File: src/rtl/cla_pkg.sv
// Shared definitions for the pipelined carry-lookahead adder.
// Latency: n/a (types, constants and pure combinational helpers only).
// Backpressure: n/a.
// Contents: group/block geometry, the ALU flag struct, the 4-bit group
// propagate/generate function and the 4-wide lookahead carry unit.
package cla_pkg;

   localparam int GROUP_W          = 4;
   localparam int GROUPS_PER_BLOCK = 4;
   localparam int BLOCK_W          = GROUP_W * GROUPS_PER_BLOCK;

   typedef struct packed {
      logic c;
      logic z;
      logic n;
      logic v;
   } alu_flags_t;

   // Collapses four propagate/generate pairs into one {P, G} pair. Used for
   // bits -> group and again for groups -> block.
   function automatic logic [1:0] group_pg(input logic [GROUP_W-1:0] p,
                                           input logic [GROUP_W-1:0] g);
      logic grp_p;
      logic grp_g;
      grp_p = &p;
      grp_g = g[3] | (p[3] & g[2]) | (p[3] & p[2] & g[1]) |
              (p[3] & p[2] & p[1] & g[0]);
      return {grp_p, grp_g};
   endfunction

   // Lookahead carry unit: carries into positions 0..3 of a 4-wide span.
   // The span's carry-out comes from the level above (group_pg), so only the
   // lower three p/g pairs are needed here.
   function automatic logic [3:0] lookahead_carry(input logic [2:0] p,
                                                  input logic [2:0] g,
                                                  input logic       c_in);
      logic [3:0] c;
      c[0] = c_in;
      c[1] = g[0] | (p[0] & c_in);
      c[2] = g[1] | (p[1] & g[0]) | (p[1] & p[0] & c_in);
      c[3] = g[2] | (p[2] & g[1]) | (p[2] & p[1] & g[0]) |
             (p[2] & p[1] & p[0] & c_in);
      return c;
   endfunction

endpackage

File: src/rtl/cla_group_pg.sv
// 4-bit group propagate/generate cell for the lookahead adder.
// Latency: combinational.
// Backpressure: none (pure logic).
// Ports: a_i/b_i operand nibbles (b_i already conditionally inverted),
//        p_o bit propagates, grp_p_o/grp_g_o group propagate/generate.
module cla_group_pg
   import cla_pkg::*;
(
   input  logic [GROUP_W-1:0] a_i,
   input  logic [GROUP_W-1:0] b_i,
   output logic [GROUP_W-1:0] p_o,
   output logic               grp_p_o,
   output logic               grp_g_o
);

   logic [GROUP_W-1:0] g;
   logic [1:0]         pg;

   assign p_o              = a_i ^ b_i;
   assign g                = a_i & b_i;
   assign pg               = group_pg(p_o, g);
   assign {grp_p_o, grp_g_o} = pg;

endmodule

File: src/rtl/pipelined_cla_adder.sv
// Two-stage pipelined add/subtract with two-level carry lookahead and C/Z/N/V flags.
// Latency: 2 cycles accept-to-out_valid; throughput 1 beat/cycle.
// Backpressure: out_ready low holds the result; stage 1 fills, then in_ready drops.
// Ports: clk, rst (async active-low); in_valid/in_ready/a/b/sub input beat;
//        out_valid/out_ready/sum/c_flag/z_flag/n_flag/v_flag result beat.
// Build option: define CLA_SATURATE_EN to clamp overflowed results to the
// signed max/min instead of wrapping.
module pipelined_cla_adder
   import cla_pkg::*;
#(
   parameter int WIDTH = 32
) (
   input  logic             clk,
   input  logic             rst,
   input  logic             in_valid,
   output logic             in_ready,
   input  logic [WIDTH-1:0] a,
   input  logic [WIDTH-1:0] b,
   input  logic             sub,
   output logic             out_valid,
   input  logic             out_ready,
   output logic [WIDTH-1:0] sum,
   output logic             c_flag,
   output logic             z_flag,
   output logic             n_flag,
   output logic             v_flag
);

   localparam int NUM_GRP = WIDTH / GROUP_W;
   localparam int NUM_BLK = WIDTH / BLOCK_W;

   logic               s1_valid_q;
   logic               s2_valid_q;
   logic               s1_adv;
   logic               s2_adv;

   logic [WIDTH-1:0]   a_q;
   logic [WIDTH-1:0]   b_q;
   logic [WIDTH-1:0]   b_d;
   logic               cin_q;

   logic [WIDTH-1:0]   bit_p;
   logic [NUM_GRP-1:0] grp_p;
   logic [NUM_GRP-1:0] grp_g;
   logic [NUM_BLK-1:0] blk_p;
   logic [NUM_BLK-1:0] blk_g;

   logic [WIDTH-1:0]   sum_d;
   logic [WIDTH-1:0]   sum_q;
   alu_flags_t         flags_d;
   alu_flags_t         flags_q;

   // ---------------------------------------------------------------- control
   assign s2_adv   = !s2_valid_q || out_ready;
   assign s1_adv   = !s1_valid_q || s2_adv;
   assign in_ready = s1_adv;

   // Subtract is A + ~B + 1: invert B here and feed sub in as carry-in.
   assign b_d = b ^ {WIDTH{sub}};

   // ---------------------------------------------------------------- stage 1
   always_ff @(posedge clk or negedge rst) begin
      if (!rst) begin
         s1_valid_q <= 1'b0;
      end else if (s1_adv) begin
         s1_valid_q <= in_valid;
      end
   end

   always_ff @(posedge clk) begin
      if (s1_adv && in_valid) begin
         a_q   <= a;
         b_q   <= b_d;
         cin_q <= sub;
      end
   end

   genvar gi;
   genvar bi;

   for (gi = 0; gi < NUM_GRP; gi++) begin : g_grp
      cla_group_pg u_group_pg (
         .a_i     (a_q[gi*GROUP_W +: GROUP_W]),
         .b_i     (b_q[gi*GROUP_W +: GROUP_W]),
         .p_o     (bit_p[gi*GROUP_W +: GROUP_W]),
         .grp_p_o (grp_p[gi]),
         .grp_g_o (grp_g[gi])
      );
   end

   for (bi = 0; bi < NUM_BLK; bi++) begin : g_blk
      assign {blk_p[bi], blk_g[bi]} =
         group_pg(grp_p[bi*GROUPS_PER_BLOCK +: GROUPS_PER_BLOCK],
                  grp_g[bi*GROUPS_PER_BLOCK +: GROUPS_PER_BLOCK]);
   end

   // ---------------------------------------------------------------- stage 2 logic
   // Carries resolve top-down: block carry-ins chain across blocks, the
   // lookahead unit spreads each block carry to its groups, then again to bits.
   always_comb begin
      logic [NUM_BLK:0]   blk_c;
      logic [NUM_GRP-1:0] grp_c;
      logic [WIDTH:0]     bit_c;
      logic               ovf;

      blk_c   = '0;
      grp_c   = '0;
      bit_c   = '0;
      ovf     = 1'b0;
      sum_d   = '0;
      flags_d = '0;

      blk_c[0] = cin_q;
      for (int k = 0; k < NUM_BLK; k++) begin
         blk_c[k+1] = blk_g[k] | (blk_p[k] & blk_c[k]);
         grp_c[k*GROUPS_PER_BLOCK +: GROUPS_PER_BLOCK] =
            lookahead_carry(grp_p[k*GROUPS_PER_BLOCK +: 3],
                            grp_g[k*GROUPS_PER_BLOCK +: 3],
                            blk_c[k]);
      end

      // Bit generates are formed locally from the stage-1 operands.
      for (int i = 0; i < NUM_GRP; i++) begin
         bit_c[i*GROUP_W +: GROUP_W] =
            lookahead_carry(bit_p[i*GROUP_W +: 3],
                            a_q[i*GROUP_W +: 3] & b_q[i*GROUP_W +: 3],
                            grp_c[i]);
      end
      bit_c[WIDTH] = blk_c[NUM_BLK];

      ovf   = bit_c[WIDTH] ^ bit_c[WIDTH-1];
      sum_d = bit_p ^ bit_c[WIDTH-1:0];
`ifdef CLA_SATURATE_EN
      // Overflow direction follows A's sign: both operands pushed the same way.
      if (ovf) begin
         sum_d = a_q[WIDTH-1] ? {1'b1, {(WIDTH-1){1'b0}}}
                              : {1'b0, {(WIDTH-1){1'b1}}};
      end
`endif
      flags_d.c = bit_c[WIDTH];
      flags_d.z = ~|sum_d;
      flags_d.n = sum_d[WIDTH-1];
      flags_d.v = ovf;
   end

   // ---------------------------------------------------------------- stage 2 regs
   always_ff @(posedge clk or negedge rst) begin
      if (!rst) begin
         s2_valid_q <= 1'b0;
         sum_q      <= '0;
         flags_q    <= '0;
      end else if (s2_adv) begin
         s2_valid_q <= s1_valid_q;
         if (s1_valid_q) begin
            sum_q   <= sum_d;
            flags_q <= flags_d;
         end
      end
   end

   assign out_valid = s2_valid_q;
   assign sum       = sum_q;
   assign c_flag    = flags_q.c;
   assign z_flag    = flags_q.z;
   assign n_flag    = flags_q.n;
   assign v_flag    = flags_q.v;

endmodule

File: config.mk
export PLATFORM = sky130hd
export DESIGN_NAME = pipelined_cla_adder
export DESIGN_NICKNAME = d
export VERILOG_FILES = /design/src/rtl/cla_pkg.sv /design/src/rtl/cla_group_pg.sv /design/src/rtl/pipelined_cla_adder.sv
export SDC_FILE = /design/constraint.sdc
export NUM_CORES = 1
export LEC_CHECK = 0
export ABC_AREA = 1
export CAP_MARGIN = 20
export CORE_AREA = 3 3 138 140
export DETAILED_ROUTE_END_ITERATION = 10
export DIE_AREA = 0 0 141 143
export SYNTH_ARGS = -nofsm -noshare
export SYNTH_HDL_FRONTEND = slang
export SYNTH_SLANG_ARGS = --single-unit
File: constraint.sdc
create_clock -name clk -period 3.7 [get_ports clk]
set_input_delay 0.74 -clock clk [delete_from_list [all_inputs] [get_ports clk]]
set_output_delay 0.74 -clock clk [all_outputs]
set_load 0.05 [all_outputs]
==> results.ini <==
[run_status]
outcome = completed

[cts]
clockRootBuffer = clkbuf_16
htreeDepth = 3
postCtsSetupBuffers = 0
clockBufferDepth = 2
cts_resized = 0
clk_pin_slew_worst_paths_ps = 70
hold_buffers = 0
clock_sinks = 102
clock_latency_ps = 350
cts_tree = built
cts_buffers = 9

[power]
power.density_mw_per_mm2 = 591
sequentialPowerShare = 0.376
p_sw_mw = 1.57
combPwrFrac = 0.385
ir_worst_vdd_mv = 0.410
clkPwrFrac = 0.239
p_int_mw = 2.55
swShare = 0.382
p_leak_nw = 3.00

[critical_path]
r2r_setup_slack_ps = 510
worstSetupStartpoint = b_q[0]
cp_max_fo = 6
cp_slowest_cell = edfxtp_1
endpoint_kind = flip-flop
critPathKind = flip-flop to flip-flop
required_ps = 3990
reg2reg_depth = 23
cp-start-kind = flip-flop
critPathArrivalTime_ps = 3480
worstPathCellList = ha_1 -> nand2_1 -> nand2_1 -> nand3_2 -> nand2_2 -> nand2_2 -> nand2_4 -> nand2_2 -> nand2_4 -> nand2_2 -> nand2_4 -> fa_1 -> inv_1 -> nand4_1 -> nor3_1 -> nand4_1 -> nor2_1 -> nand2_1 -> nor2_1 -> nand3_1 -> nor2_1 -> nand3_1 -> nand2_1
r2r-start = b_q[0]
critPathMaxStageDelay_ps = 440
r2r_end = z_flag

[placed_design]
port_buffers = 106
gp_congestion = 0.855
hpwlAfterDp_um = 9540

[floorplanning]
rows = 49
die_h_um = 143
die_area_mm2 = 0.0202
core_area_mm2 = 0.0180
initial_core_util = 0.296
die_w_um = 141
ios = 107

[timing]
period_share = 0.862
max_freq_ghz = 0.314
setup_violations = 0
hold_viol = 0
drv_slew = 0
maxSlewHeadroom = 0.367
skew_ps = 7.30
setup_tns_ps = 0
rsz0062_at_grt = false
worst_pin_slew_ps = 950
period_minus_slack_ps = 3190
fin_hold_ws_ps = 477

[synth]
synth_top_area_frac = 0.367
yosysWarnings = 0
ys_seq_elements = 102
synth_common_cells = nand2_1 (135), edfxtp_1 (65), inv_1 (41), nor2_1 (39), xor2_1 (39)
ys_async_sr_fraction = 0.363
syn_area_per_cell_um2 = 10.2
seq_area_frac_synth = 0.541
synth_edf_count = 65
synth_most_common_cell = nand2_1
synth_area_leaders = edfxtp_1 (37%), dfrtp_1 (17%), nand2_1 (9.5%)
syn_nets = 631
netlist_instances = 522
yosysTopAreaCell = edfxtp_1
synth_area_mm2 = 0.00532
ys.flop_type = edfxtp_1
ys_types = 32

[route]
drc_errors = 0
drtPass1Iterations = 4
wl_per_cell_um = 14.1
ant_nets = 0
vias = 3848
wl_um = 12100
vias_per_cell = 4.45
drtIter0Drc = 287

[global_routing]
grt_antenna_before_repair = 0
grt_pass1_wl_um = 19500
overflow = 0
grt_pass1_vias = 3945
grt_use_total = 0.124
grt_max_degree = 38

[min_path]
min_from = sum[21]
min_to = sum[21]
hold_class = flip-flop to flip-flop
hold_path_depth = 2

[final_layout]
final.fill_count = 1739
area_growth_pct = 31.0
register_area_mm2 = 0.00288
antenna-diode-count = 0
final_nets = 739
multi_input_area_mm2 = 0.00222
drive_gt1_frac = 0.0787

[flow_run]
cap_viol_max_count = 0

through the flow:
| step | setup slack (ps) | area (µm²) | total power, mW | std cells | util |
|---|---|---|---|---|---|
| finish | 510 | 6970 | 4.12 | 864 | 0.388 |
| global route | 192 | 6970 | 4.36 | 864 | 0.388 |
| CTS | 491 | 6970 | 4.17 | 864 | 0.388 |
| detailed placement | 504 | 6650 | 3.17 | 848 | 0.370 |
| global placement | 545 | 6650 | 3.14 | 848 | 0.370 |
| floorplan | 667 | 5320 | 2.59 | 522 | - |
kinds of logic after synthesis:
| family | Yosys count | share of synthesized area |
|---|---|---|
| compound gates | 48 | 0.0508 |
| xor+xnor | 43 | 0.0708 |
| fa+ha+maj | 40 | 0.105 |
| buf+inv | 58 | 0.0416 |
| flops | 102 | 0.541 |
| simple gates | 231 | 0.190 |
power by group through the flow:
stage          Clock, mW  Combinational (mW)  Sequential [mW]
6_report           0.986                1.59             1.55
5_1_grt             1.07                1.72             1.57
4_1_cts             1.02                1.60             1.55
3_5_place_dp           0                1.60             1.57
3_3_place_gp           0                1.58             1.57
2_1_floorplan          0               0.548             2.04
registers in the layout (all words and copies together), names as in the netlist:
| register | flops |
|---|---|
| a_q | 32 |
| v_flag | 1 |
| z_flag | 1 |
| s1_valid_q | 1 |
| b_q | 32 |
| out_valid | 1 |
| sum | 32 |
| cin_q | 1 |
| c_flag | 1 |
per-layer routing:
layer,global-route usage,share of wire,up-vias
met5,0,0,-
met4,0.0592,0.023,0
met3,0.0271,0.050,19
met2,0.206,0.49,92
met1,0.155,0.44,1789
li1,-,-,1948
final cells by class:
type	instances	share of cell area
Timing Repair Buffer	109	0.156
Tap cell	229	0.0411
Clock inverter	3	0.00287
Clock buffer	13	0.0434
Multi-Input combinational cell	362	0.319
Sequential cell	102	0.413
Inverter	46	0.0248
critical path: cells and delay by family (launching register included):
kind                     cells  cell delay [ps]
adder cells (fa/ha/maj)      2              740
buffers and inverters        1              110
flip-flops                   1              440
AND/OR/NAND/NOR             20             1850
layout by cell type, fill, tap and decap left out, types with 2 or more instances in the layout:
cell type and n:
a21oi_1 13, a21oi_2 4, a31oi_1 6, buf_2 2, buf_4 2, clkbuf_16 11, clkbuf_8 2, clkdlybuf4s50_1 104
dfrtp_1 37, edfxtp_1 65, fa_1 8, ha_1 32, inv_1 40, inv_2 6, nand2_1 135, nand2_2 9
nand2_4 3, nand3_1 24, nand3b_1 3, nand4_1 7, nor2_1 39, nor2_2 2, nor3_1 3, nor3_2 2
o21ai_0 21, o21bai_1 2, xnor2_1 4, xor2_1 39
how the worst max path moves through the flow:
stage	endpoint	slack (ps)	depth (start not counted)
2_1_floorplan	a_q[0]	670	4
3_3_place_gp	z_flag	540	20
3_5_place_dp	z_flag	500	24
4_1_cts	z_flag	490	24
5_1_grt	z_flag	190	24
6_report	z_flag	510	23
(Power assumes the default switching activity.)
